File: src/rtl/alu_job_driver_if.sv
// Handshake and bus bundle between the job source, the ALU and the result consumer.
interface alu_job_driver_if;
    // Command port
    logic        cmd_valid;
    logic        cmd_ready;
    logic [1:0]  cmd_op;
    logic [31:0] cmd_a;
    logic [31:0] cmd_b;
    // ALU side
    logic        alu_en;
    logic [1:0]  alu_op;
    logic [31:0] alu_a;
    logic [31:0] alu_b;
    logic [63:0] alu_y;
    logic        alu_valid;
    // Result port
    logic        res_valid;
    logic        res_ready;
    logic [63:0] res_data;
    logic [1:0]  res_op;

    // Driver view: takes commands, drives the ALU, offers results.
    modport slave (
        input  cmd_valid, cmd_op, cmd_a, cmd_b, alu_y, alu_valid, res_ready,
        output cmd_ready, alu_en, alu_op, alu_a, alu_b, res_valid, res_data, res_op
    );

    // Environment view: job source, ALU and result consumer.
    modport master (
        output cmd_valid, cmd_op, cmd_a, cmd_b, alu_y, alu_valid, res_ready,
        input  cmd_ready, alu_en, alu_op, alu_a, alu_b, res_valid, res_data, res_op
    );
endinterface

File: src/rtl/alu_job_driver.sv
// Initiator-side ALU front end: issues one job at a time, captures the result into a
// show-ahead FIFO, throttles issue with a programmable gap and flags ALU protocol faults.
module alu_job_driver #(
    parameter int unsigned DEPTH   = 4,
    parameter int unsigned TIMEOUT = 16,
    parameter int unsigned CNT_W   = 16
) (
    input  logic             clk,
    input  logic             rst_n,
    alu_job_driver_if.slave  bus,
    input  logic [3:0]       gap,
    output logic             busy,
    output logic             err_timeout,
    output logic             err_stray,
    output logic [CNT_W-1:0] issued_cnt,
    output logic [CNT_W-1:0] done_cnt
);

    localparam int unsigned AW = $clog2(DEPTH);
    localparam int unsigned CW = AW + 1;
    localparam int unsigned TW = $clog2(TIMEOUT + 1);

    typedef enum logic [1:0] {StIdle, StIssue, StWait, StGap} state_e;

    state_e          state_q;
    logic [TW-1:0]   tmo_q;
    logic [3:0]      gap_q;
    logic [65:0]     mem_q [DEPTH];
    logic [AW-1:0]   wr_ptr_q;
    logic [AW-1:0]   rd_ptr_q;
    logic [CW-1:0]   count_q;
    logic            push;
    logic            pop;

    assign push = (state_q == StWait) && bus.alu_valid;
    assign pop  = bus.res_valid && bus.res_ready;

    // Space is checked at accept time, so the single outstanding job always has a slot.
    assign bus.cmd_ready = (state_q == StIdle) && (count_q < CW'(DEPTH));
    assign busy          = (state_q != StIdle);

    // Head is masked to zero when empty so the outputs read 0 out of reset.
    assign bus.res_valid = (count_q != '0);
    assign bus.res_data  = bus.res_valid ? mem_q[rd_ptr_q][63:0]  : '0;
    assign bus.res_op    = bus.res_valid ? mem_q[rd_ptr_q][65:64] : '0;

    // Job sequencing FSM with registered ALU drive, counters and sticky fault flags.
    always_ff @(posedge clk) begin
        if (!rst_n) begin
            state_q     <= StIdle;
            tmo_q       <= '0;
            gap_q       <= '0;
            bus.alu_en  <= 1'b0;
            bus.alu_op  <= '0;
            bus.alu_a   <= '0;
            bus.alu_b   <= '0;
            err_timeout <= 1'b0;
            err_stray   <= 1'b0;
            issued_cnt  <= '0;
            done_cnt    <= '0;
        end else begin
            bus.alu_en <= 1'b0;
            if (bus.alu_valid && (state_q != StWait)) begin
                err_stray <= 1'b1;
            end
            unique case (state_q)
                StIdle: begin
                    if (bus.cmd_valid && bus.cmd_ready) begin
                        bus.alu_op <= bus.cmd_op;
                        bus.alu_a  <= bus.cmd_a;
                        bus.alu_b  <= bus.cmd_b;
                        bus.alu_en <= 1'b1;
                        issued_cnt <= issued_cnt + 1'b1;
                        state_q    <= StIssue;
                    end
                end
                StIssue: begin
                    tmo_q   <= '0;
                    state_q <= StWait;
                end
                StWait: begin
                    if (bus.alu_valid) begin
                        done_cnt <= done_cnt + 1'b1;
                        tmo_q    <= '0;
                        gap_q    <= gap;
                        state_q  <= (gap == 4'd0) ? StIdle : StGap;
                    end else if (tmo_q == TW'(TIMEOUT - 1)) begin
                        err_timeout <= 1'b1;
                        tmo_q       <= '0;
                        state_q     <= StIdle;
                    end else begin
                        tmo_q <= tmo_q + 1'b1;
                    end
                end
                StGap: begin
                    if (gap_q <= 4'd1) begin
                        state_q <= StIdle;
                    end else begin
                        gap_q <= gap_q - 4'd1;
                    end
                end
                default: state_q <= StIdle;
            endcase
        end
    end

    // FIFO pointers and occupancy; push and pop in the same cycle leave the count alone.
    always_ff @(posedge clk) begin
        if (!rst_n) begin
            wr_ptr_q <= '0;
            rd_ptr_q <= '0;
            count_q  <= '0;
        end else begin
            if (push) begin
                wr_ptr_q <= wr_ptr_q + 1'b1;
            end
            if (pop) begin
                rd_ptr_q <= rd_ptr_q + 1'b1;
            end
            if (push && !pop) begin
                count_q <= count_q + 1'b1;
            end else if (!push && pop) begin
                count_q <= count_q - 1'b1;
            end
        end
    end

    // FIFO storage: {op, y} per entry, no reset needed since occupancy gates the head.
    always_ff @(posedge clk) begin
        if (rst_n && push) begin
            mem_q[wr_ptr_q] <= {bus.alu_op, bus.alu_y};
        end
    end

endmodule
File: src/flat_wrapper.sv
// flat-port wrapper written by rule: the top's interface ports become plain ports
module alu_job_driver_flat 
#(
    parameter int unsigned DEPTH   = 4,
    parameter int unsigned TIMEOUT = 16,
    parameter int unsigned CNT_W   = 16
)
  (clk, rst_n, gap, busy, err_timeout, err_stray, issued_cnt, done_cnt, bus_cmd_valid, bus_cmd_op, bus_cmd_a, bus_cmd_b, bus_alu_y, bus_alu_valid, bus_res_ready, bus_cmd_ready, bus_alu_en, bus_alu_op, bus_alu_a, bus_alu_b, bus_res_valid, bus_res_data, bus_res_op);
  alu_job_driver_if bus_i ();
  input  logic clk;
  input  logic rst_n;
  input  logic [3:0] gap;
  output logic busy;
  output logic err_timeout;
  output logic err_stray;
  output logic [CNT_W-1:0] issued_cnt;
  output logic [CNT_W-1:0] done_cnt;
  input wire logic [$bits(bus_i.cmd_valid)-1:0] bus_cmd_valid;
  input wire logic [$bits(bus_i.cmd_op)-1:0] bus_cmd_op;
  input wire logic [$bits(bus_i.cmd_a)-1:0] bus_cmd_a;
  input wire logic [$bits(bus_i.cmd_b)-1:0] bus_cmd_b;
  input wire logic [$bits(bus_i.alu_y)-1:0] bus_alu_y;
  input wire logic [$bits(bus_i.alu_valid)-1:0] bus_alu_valid;
  input wire logic [$bits(bus_i.res_ready)-1:0] bus_res_ready;
  output wire logic [$bits(bus_i.cmd_ready)-1:0] bus_cmd_ready;
  output wire logic [$bits(bus_i.alu_en)-1:0] bus_alu_en;
  output wire logic [$bits(bus_i.alu_op)-1:0] bus_alu_op;
  output wire logic [$bits(bus_i.alu_a)-1:0] bus_alu_a;
  output wire logic [$bits(bus_i.alu_b)-1:0] bus_alu_b;
  output wire logic [$bits(bus_i.res_valid)-1:0] bus_res_valid;
  output wire logic [$bits(bus_i.res_data)-1:0] bus_res_data;
  output wire logic [$bits(bus_i.res_op)-1:0] bus_res_op;
  assign bus_i.cmd_valid = bus_cmd_valid;
  assign bus_i.cmd_op = bus_cmd_op;
  assign bus_i.cmd_a = bus_cmd_a;
  assign bus_i.cmd_b = bus_cmd_b;
  assign bus_i.alu_y = bus_alu_y;
  assign bus_i.alu_valid = bus_alu_valid;
  assign bus_i.res_ready = bus_res_ready;
  assign bus_cmd_ready = bus_i.cmd_ready;
  assign bus_alu_en = bus_i.alu_en;
  assign bus_alu_op = bus_i.alu_op;
  assign bus_alu_a = bus_i.alu_a;
  assign bus_alu_b = bus_i.alu_b;
  assign bus_res_valid = bus_i.res_valid;
  assign bus_res_data = bus_i.res_data;
  assign bus_res_op = bus_i.res_op;
  alu_job_driver #(.DEPTH(DEPTH), .TIMEOUT(TIMEOUT), .CNT_W(CNT_W)) u_core (.clk(clk), .rst_n(rst_n), .bus(bus_i), .gap(gap), .busy(busy), .err_timeout(err_timeout), .err_stray(err_stray), .issued_cnt(issued_cnt), .done_cnt(done_cnt));
endmodule
File: config.mk
export PLATFORM = sky130hd
export DESIGN_NAME = alu_job_driver_flat
export DESIGN_NICKNAME = d
export VERILOG_FILES = /design/src/rtl/alu_job_driver_if.sv /design/src/rtl/alu_job_driver.sv /design/src/flat_wrapper.sv
export SDC_FILE = /design/constraint.sdc
export NUM_CORES = 1
export LEC_CHECK = 0
export CORE_AREA = 2 2 209 211
export DETAILED_ROUTE_END_ITERATION = 6
export DIE_AREA = 0 0 211 213
export GPL_ROUTABILITY_DRIVEN = 0
export GPL_TIMING_DRIVEN = 0
export SLEW_MARGIN = 20
export SYNTH_ARGS = -nofsm -noshare
export SYNTH_HDL_FRONTEND = slang
export SYNTH_SLANG_ARGS = --single-unit
File: constraint.sdc
create_clock -name clk -period 3.15 [get_ports clk]
set_input_delay 0.315 -clock clk [delete_from_list [all_inputs] [get_ports clk]]
set_output_delay 0.315 -clock clk [all_outputs]
set_load 0.05 [all_outputs]
==> run_results.csv <==
group,metric,value,unit
status,status,"completed",
synth,synth-seq-area-share,69.9,%
placement,postPlaceCellArea,18700,µm²
job,cap_violations,0,
timing,setup_violations,0,
route,routed-wl-met3,3.30,mm
cts,clk_pin_slew,0.06,ns
power,seq_power_share,33.9,%
setup_path,cp_top_family,"buffers and inverters",
synth,synth_cell_types,48,
global_route,antenna_found_initial,2,
setup_path,crit_type,"reg -> out",
synth,ys_top_cells_by_count,"edfxtp_1, nand2_1, dfxtp_1",
route,routed_wl,38.0,mm
power,p_sw,0.00660,W
synth,yosys_warnings,0,
cts,numCtsBuffers,42,
route,drt_pass1_iterations,4,
power,combinationalPowerShare,37.8,%
finish,fin_nets,1525,
power,p_int,0.0108,W
global_route,first_global_vias,9632,
route,wl_met1,16.0,mm
timing,fmax,332,MHz
global_route,grt_max_degree,42,
placement,dp_cells,1874,
cts,clockRootBuffer,"clkbuf_16",
route,wl_per_cell,19.5,µm
placement,dp_hpwl,26.1,mm
timing,skew,0.0211,ns
finish,stdcell_count,1949,
timing,fin_crit,3.01,ns
setup_path,slowest_stage,"clkbuf_1",
route,ant_nets,0,
setup_path,arrival,2.70,ns
global_route,grt_usage,16.8,%
finish,area_delta_synth_final,35.4,%
synth,synth_area_leaders,"edfxtp_1, dfxtp_1, mux4_2",
cts,hold_buffers,0,
route,dr.max_layer_used,"met5",
global_route,grt_overflow,0,
timing,period_share,95.6,%
route,vias_per_cell,4.84,
timing,tightest_slew,0.838,ns
route,wl_met2,17.8,mm
synth,ys_ff_latch,385,
setup_path,cp.buffers_inverters,3,
timing,setup_tns,0,ns
synth,synthCells,1014,
power,max-vdd-ir-drop,0.669,mV
placement,port_buffers,308,
power,clockPowerShare,28.3,%
floorplan,die_x,211,µm
synth,synth_edf_count,264,
cts,cts_max_level,2,
power,power,0.0174,W
synth,synth_top_flop_cell,"edfxtp_1",
route,vias,9424,
cts,clock_latency,0.56,ns
finish,num_antenna_cells,0,
power,power_density,868,nW/µm²
synth,netlist_area,14800,µm²
synth,synth_top_area_share,53.5,%
synth,syn_avg_cell_area,14.6,µm²
finish,final_area,20000,µm²
floorplan,ios,309,
hold_path,min_path_type,"in -> reg",
route,drc_errors,0,
setup_path,crit_fanout,10,
finish,final_layout_size_suffix_gt1_share,13.0,%
cts,postCtsSetupRepairBufs,0,
setup_path,r2r_start,"u_core.state_q[0]",
floorplan,die_area,44900,µm²
hold_path,hp-start,"bus_cmd_b[9]",
power,switching_share,38.0,%
timing,report.final.slew_viol_count,0,
setup_path,endpoint_kind,"output port",
setup_path,start_kind,"flip-flop",
route,drtIter0Drc,499,
floorplan,rows,76,
floorplan,die_h,213,µm
cts,cts_tree,"yes",
synth,async_flop_share,0,%
timing,whs,0.306,ns
setup_path,required,2.83,ns
timing,hold_viol_final,0,
cts,cts-resized-gates,62,
synth,yosysMostFrequentCell,"edfxtp_1",
cts,cts.path.max_buffers,3,
floorplan,start_util,34.7,%
synth,syn-num-nets,1168,
floorplan,core_area,42700,µm²
setup_path,slowest_delay,0.55,ns
timing,relSlewSlack,44.2,%
setup_path,worstPathCellList,"buf_2, clkbuf_1, mux4_2, and2_1, dlygate4sd2_1",
cts,cts_sinks,385,
synth,yosys.area.top_type,"edfxtp_1",
global_route,grt_pass1_wl,57.0,mm
power,leakagePower,6.85,nW
## sequential cells by signal (all words and copies together) (netlist names), named ones only
| register | count |
|---|---|
| u_core.mem_q | 264 |
| u_core.bus.alu_a | 32 |
| u_core.bus.alu_b | 32 |
| u_core.done_cnt | 16 |
| u_core.issued_cnt | 16 |
| u_core.tmo_q | 5 |
| u_core.gap_q | 4 |
| u_core.count_q | 3 |
| u_core.bus.alu_op | 2 |
| u_core.rd_ptr_q | 2 |
| u_core.state_q | 2 |
| u_core.wr_ptr_q | 2 |
| u_core.bus.alu_en | 1 |
| u_core.err_stray | 1 |
| u_core.err_timeout | 1 |
## power groups by stage
stage | clock network [W] | registers (W) | logic (W)
global placement | 0 | 0.00599 | 0.00688
CTS | 0.00507 | 0.00590 | 0.00671
finish | 0.00493 | 0.00589 | 0.00657
floorplan | 0 | 0.00664 | 0.00383
detailed placement | 0 | 0.00599 | 0.00689
global route | 0.00524 | 0.00593 | 0.00699
## metal layers
layer  GRT usage (%)  up-vias
met5               0        -
met4            4.83        4
met3            6.05       58
met2            27.4      321
met1            21.1     4614
li1                -     4427
## tightest hold or removal path, cell delays in order
cell,delay [ns]
clkdlybuf4s50_1,0.39
nand2_1,0.05
a21oi_1,0.05
## per-stage QoR
stage,util [%],setup WS [ns]
6_report,46.9,0.139
5_1_grt,46.9,-0.00366
4_1_cts,47.0,0.00191
3_5_place_dp,43.8,-0.0821
3_3_place_gp,43.5,-1.96
2_1_floorplan,-,0.149
## final cells by class
type | instances | area (µm²)
Buffer | 51 | 240
Clock buffer | 50 | 1100
Clock inverter | 26 | 278
Fill cell | 3823 | 22700
Inverter | 18 | 67.6
Multi-Input combinational cell | 559 | 4190
Sequential cell | 385 | 10300
Tap cell | 546 | 683
Timing Repair Buffer | 314 | 3130
## placed cells by master, fill, tap and decap left out, types with 27 or more instances in the layout
cell,instances
clkbuf_1,30
nand2_1,159
and2_1,66
edfxtp_1,264
clkbuf_16,43
dfxtp_1,121
clkdlybuf4s50_1,257
mux4_2,66
dlygate4sd2_1,27
nor2_1,45
a21oi_1,82
## cells by family (layout without fill, tap and decap cells)
group,count (synthesis),count (layout),synth area share (%)
AOI/OAI and AO/OA,105,105,3.92
xor gates and xnor gates,29,29,1.72
adders and majority gates,15,15,1.32
buffers and inverters,70,459,1.91
DFF,385,385,69.9
muxes,72,72,10.5
and+or+nand+nor,338,338,10.8
## final timing paths
path                          end  slack, ns  depth (start not counted)
min reg2reg  u_core.bus.alu_a[15]       0.46                          2
max reg2reg     u_core.count_q[2]       0.62                         10
min           u_core.bus.alu_b[9]       0.31                          3
max              bus_res_data[43]       0.14                          5
(Power assumes the default switching activity.)
